===== config.mk =====
export PLATFORM = sky130hd
export DESIGN_NAME = wb_spi_slave_ctrl
export DESIGN_NICKNAME = d
export VERILOG_FILES = /design/src/rtl/wb_spi_slave_ctrl.sv
export SDC_FILE = /design/constraint.sdc
export NUM_CORES = 1
export LEC_CHECK = 0
export ABC_AREA = 1
export CAP_MARGIN = 20
export CORE_MARGIN = 3
export CORE_UTILIZATION = 55
export CTS_CLUSTER_DIAMETER = 30
export CTS_CLUSTER_SIZE = 24
export DETAILED_ROUTE_END_ITERATION = 8
export PLACE_DENSITY = 0.83
export SLEW_MARGIN = 20
export SYNTH_ARGS = -nofsm -noshare
export SYNTH_HDL_FRONTEND = slang
export SYNTH_SLANG_ARGS = --single-unit
export TNS_END_PERCENT = 10

===== constraint.sdc =====
create_clock -name clk_i -period 2.8 [get_ports clk_i]
set_input_delay 0.56 -clock clk_i [delete_from_list [all_inputs] [get_ports clk_i]]
set_output_delay 0.56 -clock clk_i [all_outputs]
set_load 0.02 [all_outputs]

===== src/rtl/wb_spi_slave_ctrl.sv =====
// rtl/wb_spi_slave_ctrl.sv - Wishbone controller that feeds and drains an SPI slave byte engine
//
// Buffers CPU TX bytes and received RX bytes in FIFOs, loads one TX byte per
// SPI byte slot, tracks frames on the chip select, keeps sticky error flags
// and drives one level interrupt.
//
// Ports:
//   clk_i, rst_i            system clock, synchronous active-high reset
//   wb_cyc_i .. wb_stall_o  pipelined Wishbone slave, 4 registers at adr[3:2]
//   spi_tx_dv_o/_byte_o     one-cycle load strobe and byte for the next SPI slot
//   spi_rx_dv_i/_byte_i     byte-complete strobe and received byte from the engine
//   cs_i                    asynchronous active-low chip select from the pad
//   irq_o                   registered level interrupt

module wb_spi_slave_ctrl #(
  parameter int         FIFO_DEPTH = 8,
  parameter logic [7:0] IDLE_BYTE  = 8'hFF
) (
  input  logic        clk_i,
  input  logic        rst_i,
  input  logic        wb_cyc_i,
  input  logic        wb_stb_i,
  input  logic        wb_we_i,
  input  logic [3:0]  wb_adr_i,
  input  logic [31:0] wb_dat_i,
  output logic [31:0] wb_dat_o,
  output logic        wb_ack_o,
  output logic        wb_err_o,
  output logic        wb_stall_o,
  output logic        spi_tx_dv_o,
  output logic [7:0]  spi_tx_byte_o,
  input  logic        spi_rx_dv_i,
  input  logic [7:0]  spi_rx_byte_i,
  input  logic        cs_i,
  output logic        irq_o
);

  localparam int AW = $clog2(FIFO_DEPTH);
  localparam logic [AW-1:0] PTR_ONE = 1;
  localparam logic [AW:0]   LVL_ONE = 1;

  typedef enum logic [1:0] {ST_IDLE, ST_LOAD, ST_WAIT} state_t;

  state_t state;

  // FIFO storage and bookkeeping
  logic [7:0]    tx_mem [FIFO_DEPTH];
  logic [7:0]    rx_mem [FIFO_DEPTH];
  logic [AW-1:0] tx_wr_ptr, tx_rd_ptr, rx_wr_ptr, rx_rd_ptr;
  logic [AW:0]   tx_level, rx_level;
  logic          tx_full, tx_empty, rx_full, rx_empty;

  // Registers and flags
  logic [2:0]  ctrl;
  logic        enable;
  logic        rx_ovf, tx_udr, tx_ovf, frame_done;
  logic [15:0] frame_cnt;

  // Chip select synchronizer
  logic       cs_meta, cs_s, cs_prev, armed;
  logic [1:0] settle;
  logic       cs_fall, cs_rise;

  // Decode and event strobes
  logic       req, data_wr, data_rd, stat_wr, ctrl_wr;
  logic [1:0] reg_sel;
  logic       slot_load, rx_cap, frame_end;
  logic       tx_push, tx_pop, rx_push, rx_pop;
  logic [31:0] status, rdata;
  logic        unused_bits;

  assign wb_err_o   = 1'b0;
  assign wb_stall_o = 1'b0;
  assign unused_bits = ^{wb_adr_i[1:0], wb_dat_i[31:8]};

  assign enable   = ctrl[0];
  assign tx_full  = tx_level[AW];
  assign rx_full  = rx_level[AW];
  assign tx_empty = (tx_level == '0);
  assign rx_empty = (rx_level == '0);

  // The synchronizer flops reset to "deselected". A low cs held through reset
  // must not look like a falling edge, so falls only count once the real pad
  // level has been seen high after reset (armed).
  always_ff @(posedge clk_i) begin
    if (rst_i) begin
      cs_meta <= 1'b1;
      cs_s    <= 1'b1;
      cs_prev <= 1'b1;
      settle  <= 2'd0;
      armed   <= 1'b0;
    end else begin
      cs_meta <= cs_i;
      cs_s    <= cs_meta;
      cs_prev <= cs_s;
      if (settle != 2'd2) settle <= settle + 2'd1;
      if (settle == 2'd2 && cs_s) armed <= 1'b1;
    end
  end

  assign cs_fall = armed & cs_prev & ~cs_s;
  assign cs_rise = ~cs_prev & cs_s;

  // Wishbone request decode
  assign req     = wb_cyc_i & wb_stb_i;
  assign reg_sel = wb_adr_i[3:2];
  assign data_wr = req &  wb_we_i & (reg_sel == 2'd0);
  assign data_rd = req & ~wb_we_i & (reg_sel == 2'd0);
  assign stat_wr = req &  wb_we_i & (reg_sel == 2'd1);
  assign ctrl_wr = req &  wb_we_i & (reg_sel == 2'd2);

  // Slot and capture events; a rise coinciding with a received byte ends the
  // frame instead of opening another slot.
  assign slot_load = enable & (((state == ST_IDLE) & cs_fall) |
                               ((state == ST_WAIT) & spi_rx_dv_i & ~cs_rise));
  assign rx_cap    = enable & (state == ST_WAIT) & spi_rx_dv_i;
  assign frame_end = enable & ((state == ST_WAIT) | (state == ST_LOAD)) & cs_rise;

  // A pop in the same cycle frees the slot, so a push into a full FIFO is legal then.
  assign tx_pop  = slot_load & ~tx_empty;
  assign tx_push = data_wr & (~tx_full | tx_pop);
  assign rx_pop  = data_rd & ~rx_empty;
  assign rx_push = rx_cap & (~rx_full | rx_pop);

  always_ff @(posedge clk_i) begin
    if (tx_push) tx_mem[tx_wr_ptr] <= wb_dat_i[7:0];
    if (rx_push) rx_mem[rx_wr_ptr] <= spi_rx_byte_i;
  end

  always_ff @(posedge clk_i) begin
    if (rst_i) begin
      tx_wr_ptr <= '0;
      tx_rd_ptr <= '0;
      tx_level  <= '0;
      rx_wr_ptr <= '0;
      rx_rd_ptr <= '0;
      rx_level  <= '0;
    end else begin
      if (tx_push) tx_wr_ptr <= tx_wr_ptr + PTR_ONE;
      if (tx_pop)  tx_rd_ptr <= tx_rd_ptr + PTR_ONE;
      if (tx_push && !tx_pop) tx_level <= tx_level + LVL_ONE;
      else if (!tx_push && tx_pop) tx_level <= tx_level - LVL_ONE;

      if (rx_push) rx_wr_ptr <= rx_wr_ptr + PTR_ONE;
      if (rx_pop)  rx_rd_ptr <= rx_rd_ptr + PTR_ONE;
      if (rx_push && !rx_pop) rx_level <= rx_level + LVL_ONE;
      else if (!rx_push && rx_pop) rx_level <= rx_level - LVL_ONE;
    end
  end

  // Slot sequencer; spi_tx_byte_o holds between loads.
  always_ff @(posedge clk_i) begin
    if (rst_i) begin
      state         <= ST_IDLE;
      spi_tx_dv_o   <= 1'b0;
      spi_tx_byte_o <= 8'h00;
      frame_cnt     <= 16'h0000;
    end else begin
      spi_tx_dv_o <= slot_load;
      if (slot_load) spi_tx_byte_o <= tx_empty ? IDLE_BYTE : tx_mem[tx_rd_ptr];
      if (rx_cap && frame_cnt != 16'hFFFF) frame_cnt <= frame_cnt + 16'd1;

      if (!enable) begin
        state <= ST_IDLE;
      end else begin
        case (state)
          ST_IDLE: begin
            if (cs_fall) begin
              state     <= ST_LOAD;
              frame_cnt <= 16'h0000;
            end
          end
          ST_LOAD: state <= cs_rise ? ST_IDLE : ST_WAIT;
          ST_WAIT: begin
            if (cs_rise)          state <= ST_IDLE;
            else if (spi_rx_dv_i) state <= ST_LOAD;
          end
          default: state <= ST_IDLE;
        endcase
      end
    end
  end

  // Sticky flags: a set in the same cycle as a W1C clear wins.
  always_ff @(posedge clk_i) begin
    if (rst_i) begin
      ctrl       <= 3'b000;
      rx_ovf     <= 1'b0;
      tx_udr     <= 1'b0;
      tx_ovf     <= 1'b0;
      frame_done <= 1'b0;
      irq_o      <= 1'b0;
    end else begin
      if (ctrl_wr) ctrl <= wb_dat_i[2:0];
      if (stat_wr) begin
        if (wb_dat_i[4]) rx_ovf     <= 1'b0;
        if (wb_dat_i[5]) tx_udr     <= 1'b0;
        if (wb_dat_i[6]) tx_ovf     <= 1'b0;
        if (wb_dat_i[7]) frame_done <= 1'b0;
      end
      if (rx_cap && rx_full && !rx_pop)    rx_ovf     <= 1'b1;
      if (slot_load && tx_empty)           tx_udr     <= 1'b1;
      if (data_wr && tx_full && !tx_pop)   tx_ovf     <= 1'b1;
      if (frame_end)                       frame_done <= 1'b1;
      irq_o <= (ctrl[1] & ~rx_empty) | (ctrl[2] & frame_done) | rx_ovf | tx_ovf | tx_udr;
    end
  end

  always_comb begin
    status = 32'h0;
    status[0] = tx_full;
    status[1] = tx_empty;
    status[2] = rx_full;
    status[3] = rx_empty;
    status[4] = rx_ovf;
    status[5] = tx_udr;
    status[6] = tx_ovf;
    status[7] = frame_done;
    status[8] = ~cs_s;
    status[16 +: AW+1] = tx_level;
    status[24 +: AW+1] = rx_level;
  end

  always_comb begin
    rdata = 32'h0;
    case (reg_sel)
      2'd0: rdata = rx_empty ? 32'h0 : {24'h0, rx_mem[rx_rd_ptr]};
      2'd1: rdata = status;
      2'd2: rdata = {29'h0, ctrl};
      2'd3: rdata = {16'h0, frame_cnt};
    endcase
  end

  always_ff @(posedge clk_i) begin
    if (rst_i) begin
      wb_ack_o <= 1'b0;
      wb_dat_o <= 32'h0;
    end else begin
      wb_ack_o <= req;
      wb_dat_o <= (req && !wb_we_i) ? rdata : 32'h0;
    end
  end

endmodule


==> flow_summary.toml, run 1 <==
[route]
avgViaCountPerCell = 5.51
vias = 7268
routed_wl_um = 22500
drt_iter0_markers = 809
final_antenna_net_count = 0
drt-pass1-iter-count = 5
wl_per_cell_um = 17.1
drcViolationCount = 0

[status]
run_status = "complete, no violations"

[cells_and_area]
final_cell_mix = "181 x nand2_1, 131 x nor2_1, 128 x edfxtp_1, 95 x nand3_1, 92 x dfxtp_1"
n_antenna_cell = 0
fill_cells = 1028
fin_util = 0.726
syn2layout_area_growth_pct = 26.5
nets = 1139
final_layout_size_suffix_gt1_frac = 0.139
layout_commonest_cell = "nand2_1"

[global_route]
grt_use_total = 0.248
antenna_found_initial = 1
grt_pass1_vias = 7419
grt_pass1_wl_um = 36300
grt_max_degree = 37
grt_overflow = 0

[clock_tree]
cts_buffers = 42
hold_buffers = 0
clock_sinks = 220
clk_path_buf_depth = 3
ctsResizeCount = 0
post_cts_buffers = 0
root_buffer = "clkbuf_16"
clk_latency_ns = 0.52
htree_levels = 2
cts_tree = "done"
clk_pin_slew_ns = 0.05

[floorplan]
die_x_um = 136
start_util = 0.574
core_mm2 = 0.0162
io_pins = 96
die_h_um = 136
dieArea_mm2 = 0.0185
rows = 46

[timing]
fin_crit_sh = 0.874
clock.fmax_ghz = 0.409
slew_viol_final = 0
period_needed_ns = 2.45
slew_headroom = 0.399
hold_viol = 0
tightest_slew_ns = 0.901
fin_skew_ns = 0.0215
rsz0062_at_grt = "false"
setup_violations = 0
tns_ns = 0

[power]
p_switching_uw = 1890
p_int_uw = 6740
p_clk_frac = 0.576
peakVddDrop_uv = 515
p_sw_frac = 0.219
p_per_area_mw_per_mm2 = 736
p_leak_uw = 0.00450
pwr-share-seq = 0.401
combPwrFrac = 0.024

[critical_path]
r2r_cells = 17
r2r-end = "tx_level[2]$_SDFFE_PP0P_"
start_kind = "flop"
worstSetupPathType = "flop to flop"
crit_required_ns = 3.20
cp-end-kind = "flop"
cp_max_fo = 3
crit_arrival_ns = 2.85
r2r_setup_slack_ns = 0.35
timing.rr.start = "state[0]$_SDFFE_PP0P_"

[hold_path]
whs_endpoint = "cs_s$_SDFF_PP1_"
min_from = "cs_meta$_SDFF_PP1_"
min_path_cells = 1
worstHoldPathType = "flop to flop"

[placed_design]
portBuffers = 59
hpwlAfterDp_um = 13200
gp_congestion = 0.862

[synth]
ys_async_sr_fraction = 0
synth_warnings = 0
synth_cell_types = 44
syn_inst = 954
avgSynthCellArea_um2 = 9.72
syn-cell-area_mm2 = 0.00928
synth-edff-count = 128
synth_ff_type = "edfxtp_1"
synth_seq_area_share = 0.613
ys_ff_latch = 220

[flow_run]
drv_cap = 0
[cell usage after synthesis, types with 3 or more instances]
library cell	count	share of area
nand4_1	3	0.0020
o21ai_1	3	0.0016
nand2_1	181	0.073
clkbuf_1	16	0.0065
ha_1	16	0.022
buf_2	10	0.0054
nor2_2	6	0.0040
nand3_1	95	0.051
inv_1	74	0.030
nor2_4	3	0.0036
o21ai_0	57	0.031
or2_2	3	0.0020
a21oi_1	36	0.019
a31oi_1	5	0.0034
nand2_4	4	0.0049
xnor2_1	4	0.0038
nor2_1	131	0.053
o211ai_1	8	0.0065
xor2_1	15	0.014
buf_6	3	0.0036
dfxtp_1	92	0.20
edfxtp_1	128	0.41
buf_4	11	0.0089
nand2_2	5	0.0034
nor3_1	15	0.0081
inv_2	4	0.0016
[layer usage]
| layer | share of wire | track usage | vias to the layer above | wire length, um |
|---|---|---|---|---|
| met2 | 0.49 | 0.407 | 370 | 10900 |
| met1 | 0.40 | 0.313 | 3402 | 8920 |
| li1 | - | - | 3422 | - |
| met4 | 0.033 | 0.131 | 2 | 735 |
| met5 | 0.00044 | 0 | - | 10 |
| met3 | 0.086 | 0.0514 | 72 | 1930 |
[worst max-delay path by stage]
stage                     slack, ns             startpoint  depth (start not counted)                        to
after floorplan                0.47  state[0]$_SDFFE_PP0P_                         19  tx_level[3]$_SDFFE_PP0P_
after global placement         0.04            spi_rx_dv_i                         18  tx_level[3]$_SDFFE_PP0P_
after detailed placement     -0.004               wb_stb_i                         16  rx_level[3]$_SDFFE_PP0P_
after CTS                      0.38  state[0]$_SDFFE_PP0P_                         17  tx_level[2]$_SDFFE_PP0P_
after global routing           0.16  state[0]$_SDFFE_PP0P_                         19  tx_level[3]$_SDFFE_PP0P_
final                          0.35  state[0]$_SDFFE_PP0P_                         17  tx_level[2]$_SDFFE_PP0P_
[worst max-delay path, cell delays in order (launching register included)]
cell and delay, ns:
dfxtp_1 0.37, inv_1 0.10, ha_1 0.21, nand2_1 0.12, nor2_4 0.04, nand2_1 0.09
nand2_4 0.07, nand2_4 0.07, nand2_4 0.05, nand2_2 0.06, inv_2 0.04, ha_1 0.20
inv_1 0.12, ha_1 0.27, buf_4 0.15, xor2_1 0.13, o21ai_0 0.18, inv_1 0.05
[sequential cells by signal, indices dropped and copies added (netlist names), 2 cells and up, named ones only]
name,count
frame_cnt,16
wb_dat_o,24
rx_rd_ptr,3
spi_tx_byte_o,8
rx_wr_ptr,3
tx_level,4
ctrl,3
state,2
rx_mem,64
settle,2
tx_mem,64
tx_rd_ptr,3
rx_level,4
tx_wr_ptr,3
[power groups by stage]
stage | logic [uW] | clock network, uW | registers, uW
after floorplan | 111 | 0 | 3520
after global routing | 227 | 5170 | 3460
after CTS | 205 | 5000 | 3460
after global placement | 193 | 0 | 3520
final | 206 | 4970 | 3460
after detailed placement | 200 | 0 | 3520
[final cells by class]
cell class | count | area [um2] | share of cell area
clock inverter | 32 | 335 | 0.0286
multi-input combinational | 618 | 3080 | 0.262
sequential | 220 | 5690 | 0.484
inverter | 81 | 307 | 0.0261
timing repair buffer | 107 | 976 | 0.0832
tap | 216 | 270 | 0.0230
clock buffer | 46 | 1090 | 0.0926
[cells by family after synthesis]
logic type	synth area share
compound gates	0.0657
xor+xnor	0.0179
fa+ha+maj	0.0259
buf+inv	0.0593
flops	0.613
other cells	0.000404
simple gates	0.218
[per-stage QoR]
| stage | total power [uW] | hold slack [ns] | instances | cell area [um2] | setup WS [ns] |
|---|---|---|---|---|---|
| 3_5_place_dp | 3720 | 0.404 | 1242 | 10300 | -0.00404 |
| 5_1_grt | 8850 | 0.432 | 1320 | 11700 | 0.165 |
| 6_report | 8630 | 0.426 | 1320 | 11700 | 0.353 |
| 3_3_place_gp | 3710 | 0.397 | 1242 | 10300 | 0.0374 |
| 2_1_floorplan | 3630 | 0.389 | 963 | 9310 | 0.472 |
| 4_1_cts | 8660 | 0.432 | 1320 | 11700 | 0.376 |
Note: power is estimated with default switching activity, not from simulation.
==> run 2, diff against run 1 <==
--- a/config.mk
+++ b/config.mk
@@ -12,6 +12,7 @@
 export CTS_CLUSTER_DIAMETER = 30
 export CTS_CLUSTER_SIZE = 24
 export DETAILED_ROUTE_END_ITERATION = 8
+export GPL_TIMING_DRIVEN = 0
 export PLACE_DENSITY = 0.83
 export SLEW_MARGIN = 20
 export SYNTH_ARGS = -nofsm -noshare
==> run 2 against run 1 <==
Net effect: clock skew is 0.0047 ns lower; clock power is 4% lower; die area did not move; first-iteration DRC count fell by 9.0%; worst setup slack got worse by 0.21 ns; routed wire length increased by 1.0%; cell count shrank 0.61%; non-clock buffer count is 1 lower; power shrank 2.1%.
==> flow_summary.toml, run 2 (same netlist as run 1, synthesis figures left out) <==
[cells_and_area]
layout_commonest_cell = "nand2_1"
multi_input_area_mm2 = 0.00309
syn2layout_area_growth_pct = 24.7
reg_top3 = "rx_mem (64), tx_mem (64), wb_dat_o (24)"
fill_cells = 1095
final_layout_size_suffix_gt1_frac = 0.118
seqCellArea_mm2 = 0.00569
final_cell_mix = "180 x nand2_1, 130 x nor2_1, 128 x edfxtp_1, 95 x nand3_1, 92 x dfxtp_1"
n_antenna_cell = 0
nets = 1135

[floorplan]
core_mm2 = 0.0162
die_h_um = 136
io_pins = 96
die_x_um = 136
rows = 46
start_util = 0.574
dieArea_mm2 = 0.0185

[global_route]
gr-usage-met3 = 0.0444
busiest_layer = "met2"
met1_usage = 0.320
grt_max_degree = 11
grt_overflow = 0
use_met2 = 0.404
grt_pass1_vias = 7198
grt_pass1_wl_um = 35700
grt_use_total = 0.245
antenna_found_initial = 0

[route]
vias = 7334
drt-pass1-iter-count = 5
avgViaCountPerCell = 5.59
drt_iter0_markers = 736
wl_per_cell_um = 17.4
final_antenna_net_count = 0
drcViolationCount = 0
routed_wl_um = 22800

[clock_tree]
hold_buffers = 0
clk_latency_ns = 0.51
cts_buffers = 39
htree_levels = 2
clk_path_buf_depth = 3
cts_tree = "done"
clk_pin_slew_ns = 0.05
clock_sinks = 220
root_buffer = "clkbuf_16"

[critical_path]
crit_arrival_ns = 3.09
critPathLaunch = "wb_cyc_i"
timing.rr.start = "state[0]$_SDFFE_PP0P_"
start_kind = "primary input"
crit_end = "rx_level[3]$_SDFFE_PP0P_"
cp-end-kind = "flop"
cp_max_fo = 6
worstSetupPathType = "primary input to flop"
r2r_cells = 19
r2r-end = "tx_level[3]$_SDFFE_PP0P_"
crit_required_ns = 3.23
r2r_setup_slack_ns = 0.21

[timing]
period_needed_ns = 2.66
fin_skew_ns = 0.0168
rsz0062_at_grt = "true"
setup_violations = 0
clock.fmax_ghz = 0.376
holdWs_ns = 0.434
slew_viol_final = 0
fin_crit_sh = 0.949
tns_ns = 0
hold_viol = 0
slew_headroom = 0.370
tightest_slew_ns = 0.941

[placed_design]
hpwlAfterDp_um = 14400
portBuffers = 59
gp_congestion = 0.917

[flow_run]
drv_cap = 0

[power]
p_leak_uw = 0.00440
p_total_uw = 8450
peakVddDrop_uv = 713
p_per_area_mw_per_mm2 = 730

[hold_path]
worstHoldPathType = "flop to flop"
min_path_cells = 1

[status]
run_status = "complete, no violations"
-- run 2: cell types whose count changed in the layout (fill, tap and decap cells not counted), sizes merged --
cell / delta
buf: -19
clkdlybuf4s50: -1
dlymetal6s2s: +1
bufinv: -1
clkinv: -10
clkbuf: +30
clkinvlp: -3
inv: -5
-- run 2: power breakdown --
part,switching [uW],total (uW),internal [uW]
registers,13.7,3460,3450
clock network,1550,4770,3220
logic,138,218,80.2
total,1700,8450,6750
-- run 2: worst min path at each step --
| stage | slack [ns] | start | end |
|---|---|---|---|
| 2_1_floorplan | 0.39 | cs_meta$_SDFF_PP1_ | cs_s$_SDFF_PP1_ |
| 3_3_place_gp | 0.41 | cs_meta$_SDFF_PP1_ | cs_s$_SDFF_PP1_ |
| 3_5_place_dp | 0.41 | cs_meta$_SDFF_PP1_ | cs_s$_SDFF_PP1_ |
| 4_1_cts | 0.43 | cs_meta$_SDFF_PP1_ | cs_s$_SDFF_PP1_ |
| 5_1_grt | 0.48 | cs_meta$_SDFF_PP1_ | cs_s$_SDFF_PP1_ |
| 6_report | 0.43 | cs_meta$_SDFF_PP1_ | cs_s$_SDFF_PP1_ |
-- run 2: routing by layer --
layer,routed length [um],part of all wire
met4,697,0.031
met5,0,0
met1,9140,0.40
met3,1960,0.086
met2,11000,0.48
-- run 2: repair_timing --
action                     CTS  global route
setup endpoints to repair    0             3
gates resized for setup      0             5
buffers inserted             0             3
-- run 2: stage by stage --
step           instance area [um2]  setup WS [ns]   util  instances
2_1_floorplan                 9310          0.472      -        963
3_3_place_gp                 10200         -0.266  0.629       1238
3_5_place_dp                 10200         -0.351  0.629       1238
4_1_cts                      11500         0.0843  0.713       1309
5_1_grt                      11600        -0.0576  0.715       1312
6_report                     11600          0.143  0.715       1312
-- run 2: layout make-up --
cell class | instances | share of cell area
clock buffer | 58 | 0.103
inverter | 81 | 0.0265
tap | 216 | 0.0234
timing repair buffer | 62 | 0.0532
clock inverter | 13 | 0.0147
sequential | 220 | 0.491
multi-input combinational | 618 | 0.267
buffer | 44 | 0.0211
-- run 2: worst max-delay path, cell delays in order --
cell	delay, ns
clkdlybuf4s50_1	0.49
nand2_2	0.10
nor2_4	0.18
nand3_4	0.14
nand2_2	0.13
nand2_2	0.08
inv_1	0.13
ha_1	0.20
inv_1	0.09
ha_1	0.33
nand2_1	0.08
nand2_1	0.06
nor2_2	0.16
xnor2_1	0.16
nand2_1	0.07
a21oi_1	0.11
